### src/rtl/cpu_control.sv
// Main control decoder: maps the instruction opcode onto registered datapath
// control strobes, with a synchronous flush that inserts an all-zero bubble.
module cpu_control #(
   parameter int unsigned OPCODE_W = 6,
   parameter int unsigned ALUOP_W  = 2
) (
   input  logic                clk,
   input  logic                rst_n,
   input  logic                flush,
   input  logic [OPCODE_W-1:0] opcode,
   output logic [ALUOP_W-1:0]  aluOP,
   output logic                regWrite,
   output logic                regDesination,
   output logic                aluSource,
   output logic                Branch,
   output logic                memWrite,
   output logic                memToReg,
   output logic                jump,
   output logic                jal,
   output logic                jr,
   output logic                mem_read,
   output logic                illegal_op
);

   typedef enum logic [5:0] {
      OP_RTYPE = 6'b000000,
      OP_ADDI  = 6'b000001,
      OP_LW    = 6'b000010,
      OP_SW    = 6'b000011,
      OP_BEQ   = 6'b000100,
      OP_ANDI  = 6'b000101,
      OP_JUMP  = 6'b001000,
      OP_JAL   = 6'b001001,
      OP_JR    = 6'b001010
   } opcode_e;

   typedef enum logic [ALUOP_W-1:0] {
      ALU_ADD   = 2'b00,
      ALU_SUB   = 2'b01,
      ALU_FUNCT = 2'b10,
      ALU_AND   = 2'b11
   } aluop_e;

   typedef struct packed {
      logic [ALUOP_W-1:0] alu_op;
      logic               reg_write;
      logic               reg_dst;
      logic               alu_src;
      logic               branch;
      logic               mem_write;
      logic               mem_to_reg;
      logic               jump;
      logic               jal;
      logic               jr;
      logic               mem_read;
      logic               illegal;
   } ctrl_t;

   ctrl_t ctrl_d;
   ctrl_t ctrl_q;

   always_comb begin
      ctrl_d = '0;
      if (!flush) begin
         case (opcode)
            OP_RTYPE: begin
               ctrl_d.reg_write = 1'b1;
               ctrl_d.reg_dst   = 1'b1;
               ctrl_d.alu_op    = ALU_FUNCT;
            end
            OP_ADDI: begin
               ctrl_d.reg_write = 1'b1;
               ctrl_d.alu_src   = 1'b1;
               ctrl_d.alu_op    = ALU_ADD;
            end
            OP_LW: begin
               ctrl_d.reg_write  = 1'b1;
               ctrl_d.alu_src    = 1'b1;
               ctrl_d.mem_to_reg = 1'b1;
               ctrl_d.mem_read   = 1'b1;
               ctrl_d.alu_op     = ALU_ADD;
            end
            OP_SW: begin
               ctrl_d.alu_src   = 1'b1;
               ctrl_d.mem_write = 1'b1;
               ctrl_d.alu_op    = ALU_ADD;
            end
            OP_BEQ: begin
               ctrl_d.branch = 1'b1;
               ctrl_d.alu_op = ALU_SUB;
            end
            OP_ANDI: begin
               ctrl_d.reg_write = 1'b1;
               ctrl_d.alu_src   = 1'b1;
               ctrl_d.alu_op    = ALU_AND;
            end
            OP_JUMP: ctrl_d.jump = 1'b1;
            OP_JAL: begin
               ctrl_d.jump      = 1'b1;
               ctrl_d.jal       = 1'b1;
               ctrl_d.reg_write = 1'b1;
            end
            OP_JR:   ctrl_d.jr = 1'b1;
            default: ctrl_d.illegal = 1'b1;
         endcase
      end
   end

   always_ff @(posedge clk or negedge rst_n) begin
      if (!rst_n) ctrl_q <= '0;
      else        ctrl_q <= ctrl_d;
   end

   assign aluOP         = ctrl_q.alu_op;
   assign regWrite      = ctrl_q.reg_write;
   assign regDesination = ctrl_q.reg_dst;
   assign aluSource     = ctrl_q.alu_src;
   assign Branch        = ctrl_q.branch;
   assign memWrite      = ctrl_q.mem_write;
   assign memToReg      = ctrl_q.mem_to_reg;
   assign jump          = ctrl_q.jump;
   assign jal           = ctrl_q.jal;
   assign jr            = ctrl_q.jr;
   assign mem_read      = ctrl_q.mem_read;
   assign illegal_op    = ctrl_q.illegal;

endmodule

### config.mk
export PLATFORM = sky130hd
export DESIGN_NAME = cpu_control
export DESIGN_NICKNAME = d
export VERILOG_FILES = /design/src/rtl/cpu_control.sv
export SDC_FILE = /design/constraint.sdc
export NUM_CORES = 1
export LEC_CHECK = 0
export ABC_AREA = 0
export BUFFER_PORTS_ARGS = -buffer_cell sky130_fd_sc_hd__buf_2
export CORE_AREA = 2 2 39 41
export CTS_BUF_LIST = sky130_fd_sc_hd__clkbuf_4 sky130_fd_sc_hd__clkbuf_8
export DETAILED_ROUTE_END_ITERATION = 8
export DIE_AREA = 0 0 41 43
export PLACE_DENSITY = 0.73
export SLEW_MARGIN = 20
export SYNTH_ARGS = -nofsm -noshare
export SYNTH_HDL_FRONTEND = slang
export SYNTH_SLANG_ARGS = --single-unit
### constraint.sdc
create_clock -name clk -period 1.2 [get_ports clk]
set_input_delay 0 -clock clk [delete_from_list [all_inputs] [get_ports clk]]
set_output_delay 0 -clock clk [all_outputs]
set_load 0.005 [all_outputs]
Yosys cells after proc, flatten, opt, wreduce, memory -nomap -nowiden

Cells that the tools add are included.

Logic and storage cells: 37
Output and inout bits: 13
Bits of input ports: 9
Flip-flop bits (word level): 13

Eq/ne operators: 8
Multiplexer cells: 12
Reduce and logical (&&, ||, !) cells: 5

Operators by type and width:

| cell                                                 | number |
|---|---|
| equality test 6 x 4 -> 1 bit (second input constant) | 3 |
| 2-to-1 mux 13 bit                                    | 1 |
| equality test 6 x 2 -> 1 bit (second input constant) | 2 |
| equality test 6 x 3 -> 1 bit (second input constant) | 2 |
| 2-to-1 mux 1 bit                                     | 10 |
| OR reduction 9 bit                                   | 1 |
| equality test 6 x 1 -> 1 bit (second input constant) | 1 |
| logical NOT 6 bit                                    | 1 |
| case mux 2 bit (3 select lines)                      | 1 |
| OR reduction 5 bit                                   | 1 |
| OR reduction 4 bit                                   | 1 |
| OR reduction 2 bit                                   | 1 |

Depth between registers and ports, before layout

Gate-level depths: netlist of run 1.

Depth after elaboration: 4
Gate-level depth with buffers: 3

Worst setup path after synthesis of run 1

No wires, ideal clock.

Path type: input to register
From: input opcode[2]
To: register ctrl_q (netlist bit jr)
Path slack: 236 ps
Stages on the path: 3
Arrival time: 870 ps
Library setup time: 94 ps
Cell sequence: buf_6 > or4b_4 > nor4b_4

RTL lines:

| what                   | line | text |
|---|---|---|
| start: declaration     | 10   | `input logic [OPCODE_W-1:0] opcode,` |
| end signal: assignment | 111  | `else ctrl_q <= ctrl_d;` |
| end: declaration       | 60   | `ctrl_t ctrl_q;` |

==> flow_summary.json, run 1 <==
{
  "outcome": "finished, final reports clean",
  "die_h_um": 43,
  "area_growth_pct": 25.1,
  "rsz0062_at_grt": "false",
  "clock-root-buffer": "clkbuf_4",
  "cts-htree-levels": 1,
  "core_um2": 1380,
  "post-route-min-period_ns": 0.767,
  "hold_viol_final": 0,
  "wl_per_cell_um": 10.5,
  "dp_slack_ns": 0.163,
  "required_ns": 1.37,
  "n_fill_cell": 136,
  "ant_nets": 0,
  "critical_path_class": "in -> reg",
  "arrival_ns": 0.94,
  "max_freq_mhz": 1300,
  "crit_fanout": 10,
  "max_cap_viol_count": 0,
  "dieArea_um2": 1760,
  "hp-class": "in -> reg",
  "synth_seq_cells": 12,
  "max_stage_delay_ns": 0.58,
  "cpLargestDelayFamily": "simple AND/OR/NAND/NOR gates",
  "finish.utilization_pct": 49.2,
  "netlist_instances": 43,
  "powerDensity_nw_per_um2": 1170,
  "first_pass_iters": 4,
  "cts.sinks": 12,
  "grtUsageTotal_pct": 11.8,
  "grt_overflow": 0,
  "cts_hold_buf": 1,
  "grt_pass1_wl_mm": 1.41,
  "syn-num-nets": 52,
  "end_kind": "flip-flop",
  "crit_path_cell_trace": "buf_2, or4b_4, nor4b_4",
  "post-route-cell-area_um2": 681,
  "syn_area_um2": 544,
  "antenna_found_initial": 0,
  "critical-path-slowest-cell": "or4b_4",
  "ctsResizeCount": 0,
  "rows": 14,
  "worst_pin_slew_ns": 0.252,
  "post_cts_buffers": 0,
  "setup_ws_ns": 0.433,
  "cp-start-kind": "primary input",
  "fin_nets": 73,
  "dr_total_vias": 378,
  "drive_above_1_share_pct": 50.8,
  "fin_crit_sh_pct": 63.9,
  "ys_warn_count": 0,
  "setup_tns_ns": 0,
  "dp_hpwl_um": 638,
  "drt-total-wl_um": 833,
  "antenna_cells": 0,
  "path_clk_slew_ns": 0.07,
  "die_x_um": 41,
  "avgViaCountPerCell": 4.78,
  "p_leak_nw": 0.341,
  "worst_hold_slack_ns": 0.0123,
  "dpl-instance-area_um2": 634,
  "grt_max_degree": 13,
  "cp_num_buf_inv": 1,
  "largest_reg_flops": 2,
  "final_max_slew_viol_count": 0,
  "cts-buffers-inserted": 3,
  "drc_errors": 0,
  "synth_cell_types": 23,
  "final_cell_mix": "21 x buf_2, 12 x dfrtp_1, 3 x nand2b_1, 3 x clkbuf_4",
  "pin_count": 22,
  "ys_seq_area_share_pct": 55.2,
  "clockBufferDepth": 2,
  "setup_viol": 0,
  "initial_core_util_pct": 39.3,
  "slew_headroom_pct": 82.9,
  "gp_congestion": 0.728,
  "avgSynthCellArea_um2": 12.7,
  "grt_pass1_vias": 324,
  "cts_tree": "built",
  "layout_commonest_cell": "buf_2",
  "drt_iter0_markers": 5,
  "ir_worst_vdd_mv": 0.378,
  "port_buffers": 21
}
cell families after synthesis:
kind of cell	share of synthesized area, %
xor+xnor	1.61
mux	2.07
compound gates	5.97
flops	55.2
buf+inv	6.44
simple gates	28.7
cell type report:
type                            count  area [um^2]  share of cell area (%)
Sequential cell                    12          300                    44.1
Multi-Input combinational cell     25          209                    30.7
Timing Repair Buffer               22          115                    16.9
Clock buffer                        4         36.3                    5.33
Tap cell                           16         20.0                    2.94
worst min-delay path: cells and delay by family:
kind | cells | cell delay [ns]
buffers and inverters | 1 | 0.11
AND/OR/NAND/NOR | 1 | 0.06
AO/OA/AOI/OAI | 1 | 0.06
metrics by stage:
step	instances	power (mW)
2_1_floorplan	43	0.471
3_3_place_gp	74	0.499
3_5_place_dp	74	0.502
4_1_cts	79	0.807
5_1_grt	79	0.845
6_report	79	0.796
path summary, 6_finish.rpt:
| check | from | end | cells after the start |
|---|---|---|---|
| setup / recovery | opcode[2] | jr | 3 |
| min in group asynchronous | rst_n | regDesination | 2 |
| hold / removal | opcode[3] | illegal_op | 3 |
| max in group asynchronous | rst_n | jal | 2 |
power breakdown:
group	internal [mW]	switching, mW
clock network	0.184	0.118
logic	0.0351	0.0479
registers	0.410	0.00129
metal layers:
layer  GRT usage (%)  vias up  wire length [um]
met5               0        -                 0
met4            8.00        0                19
li1                -      194                 -
met2            15.6       15               366
met1            17.2      167               379
met3            1.57        2                67
synth_stat cells:
cell,instances,area (um^2)
buf_4,1,7.51
mux2_2,1,11.3
a21oi_1,1,5.00
nor4_1,1,6.26
and4bb_2,1,12.5
xor2_1,1,8.76
or4b_4,1,13.8
or3_1,1,6.26
clkbuf_1,3,11.3
nor4b_4,1,23.8
o22ai_1,2,12.5
buf_6,1,11.3
dfrtp_1,12,300
nor2_1,2,7.51
or3b_2,1,8.76
nor3_2,1,10.0
buf_2,1,5.00
a211oi_1,2,15.0
nor4b_1,1,8.76
nand2b_1,3,18.8
or4_1,2,15.0
nor3_1,2,10.0
nor4b_2,1,15.0
Power figures use the tool's default switching activity.
==> inputs of run 2 (changes only) <==
==> constraint.sdc (replaced) <==
create_clock -name clk -period 0.8 [get_ports clk]
set_input_delay 0 -clock clk [delete_from_list [all_inputs] [get_ports clk]]
set_output_delay 0 -clock clk [all_outputs]
set_load 0.005 [all_outputs]
==> run 2 against run 1 <==
Effect of this change:
- critical path depth shrank 2
- sequential share of layout area is 4.5 points lower
- largest cell class unchanged
- highest routed layer unchanged
- via count rose by 12%
- combinational power up 99%
- sequential power rose by 50%
- power grew 57%
- worst setup slack worse by 0.39 ns
- hold slack worse by 0.0061 ns
- utilization is 5.6 points higher
- routed wire length is 21% higher
- critical endpoint is now jr
- first-iteration DRC count decreased by 60%
==> flow_summary.json, run 2 (synthesis results as in run 1) <==
{
  "outcome": "finished, final reports clean",
  "critical_path_class": "reg -> out",
  "critical-path-slowest-cell": "dfrtp_1",
  "crit_path_cell_trace": "buf_2",
  "cts_tree": "built",
  "finalPower_mw": 1.25,
  "antenna_cells": 0,
  "die_x_um": 41,
  "dp.cells": 81,
  "core_um2": 1380,
  "grt_max_degree": 13,
  "grt_overflow": 0,
  "min_path_cells": 2,
  "cp_num_buf_inv": 1,
  "cp-start-kind": "flip-flop",
  "max_stage_delay_ns": 0.37,
  "required_ns": 0.80,
  "final_max_slew_viol_count": 0,
  "final_cells": 87,
  "clkPwrFrac_pct": 37.5,
  "clockBufferDepth": 2,
  "antenna_found_initial": 0,
  "largest_reg_flops": 2,
  "drive_above_1_share_pct": 54.9,
  "dp_hpwl_um": 822,
  "p_sw_mw": 0.276,
  "ant_nets": 0,
  "setup_ws_ns": 0.0419,
  "powerDensity_nw_per_um2": 1650,
  "setup_viol": 0,
  "grt_pass1_wl_mm": 1.69,
  "dr_total_vias": 425,
  "initial_core_util_pct": 39.3,
  "max_freq_mhz": 1320,
  "cts-buffers-inserted": 3,
  "fin_crit_sh_pct": 94.8,
  "dpl-instance-area_um2": 702,
  "worst_hold_slack_ns": 0.00620,
  "avgViaCountPerCell": 4.89,
  "post-route-min-period_ns": 0.758,
  "hp-class": "in -> reg",
  "dp_slack_ns": -0.224,
  "area_growth_pct": 39.3,
  "pwr-share-seq_pct": 49.3,
  "post-route-cell-area_um2": 758,
  "post_cts_buffers": 0,
  "path_clk_slew_ns": 0.08,
  "drt-total-wl_mm": 1.01,
  "ir_worst_vdd_mv": 0.738,
  "grt_pass1_vias": 391,
  "p_leak_nw": 0.384,
  "port_buffers": 21,
  "seqCellArea_um2": 300,
  "p_int_mw": 0.976,
  "hold_viol_final": 0,
  "first_pass_iters": 2,
  "rows": 14,
  "grtUsageTotal_pct": 14.7,
  "combPwrFrac_pct": 13.2,
  "final_cell_mix": "21 x buf_2, 12 x dfrtp_1, 6 x buf_4, 3 x nand2b_1, 3 x clkbuf_4",
  "pin_count": 22,
  "end_kind": "output port",
  "fin_nets": 81,
  "die_h_um": 43,
  "worst_pin_slew_ns": 0.304,
  "layout_commonest_cell": "buf_2",
  "cts-htree-levels": 1,
  "wl_per_cell_um": 11.6,
  "drt_iter0_markers": 2,
  "n_fill_cell": 123,
  "rsz0062_at_grt": "true",
  "cpLargestDelayFamily": "flip-flops",
  "max_cap_viol_count": 0,
  "cts.sinks": 12,
  "crit_fanout": 1,
  "arrival_ns": 0.76,
  "dieArea_um2": 1760,
  "drc_errors": 0,
  "hp-start": "flush",
  "gp_congestion": 0.761,
  "multi_input_area_um2": 211,
  "swShare_pct": 22.0,
  "min_to": "illegal_op",
  "clock-root-buffer": "clkbuf_4",
  "slew_headroom_pct": 79.5
}
## run 2: cell type report
cell class	count	share of cell area (%)
Timing Repair Buffer	30	25.1
Tap cell	16	2.64
Sequential cell	12	39.6
Clock buffer	4	4.79
Multi-Input combinational cell	25	27.9
## run 2: how the worst max path moves through the flow
| stage | startpoint | to | cells after the start |
|---|---|---|---|
| 3_3_place_gp | opcode[3] | regDesination | 3 |
| 4_1_cts | jr | jr | 1 |
| 2_1_floorplan | opcode[2] | jr | 3 |
| 6_report | jr | jr | 1 |
| 3_5_place_dp | opcode[4] | jr | 3 |
| 5_1_grt | aluOP[1] | aluOP[1] | 1 |
## run 2: per-layer routing
| layer | wire length, um | track usage [%] | share of wire [%] | up-vias |
|---|---|---|---|---|
| li1 | - | - | - | 214 |
| met1 | 415 | 19.3 | 41 | 196 |
| met2 | 530 | 19.7 | 52 | 13 |
| met3 | 47 | 4.71 | 4.6 | 2 |
| met4 | 17 | 10.0 | 1.7 | 0 |
| met5 | 0 | 0 | 0 | - |
## run 2: through the flow
step                      TNS [ns]  utilization (%)
final                            0             54.8
after global routing      -0.00882             54.8
after CTS                        0             54.8
after detailed placement     -1.66             50.7
after global placement       -1.49             50.7
after floorplan             -0.255                -
## run 2: power groups by stage
stage	registers [mW]	clock network, mW	logic (mW)
global route	0.619	0.517	0.183
floorplan	0.632	0	0.0869
global placement	0.629	0	0.155
detailed placement	0.629	0	0.160
CTS	0.617	0.484	0.167
finish	0.617	0.469	0.165
## run 2: repair_timing
action	CTS	global route
hold endpoints to repair	13	0
hold buffers	2	0
gates resized for setup	0	0
setup endpoints to repair	0	1
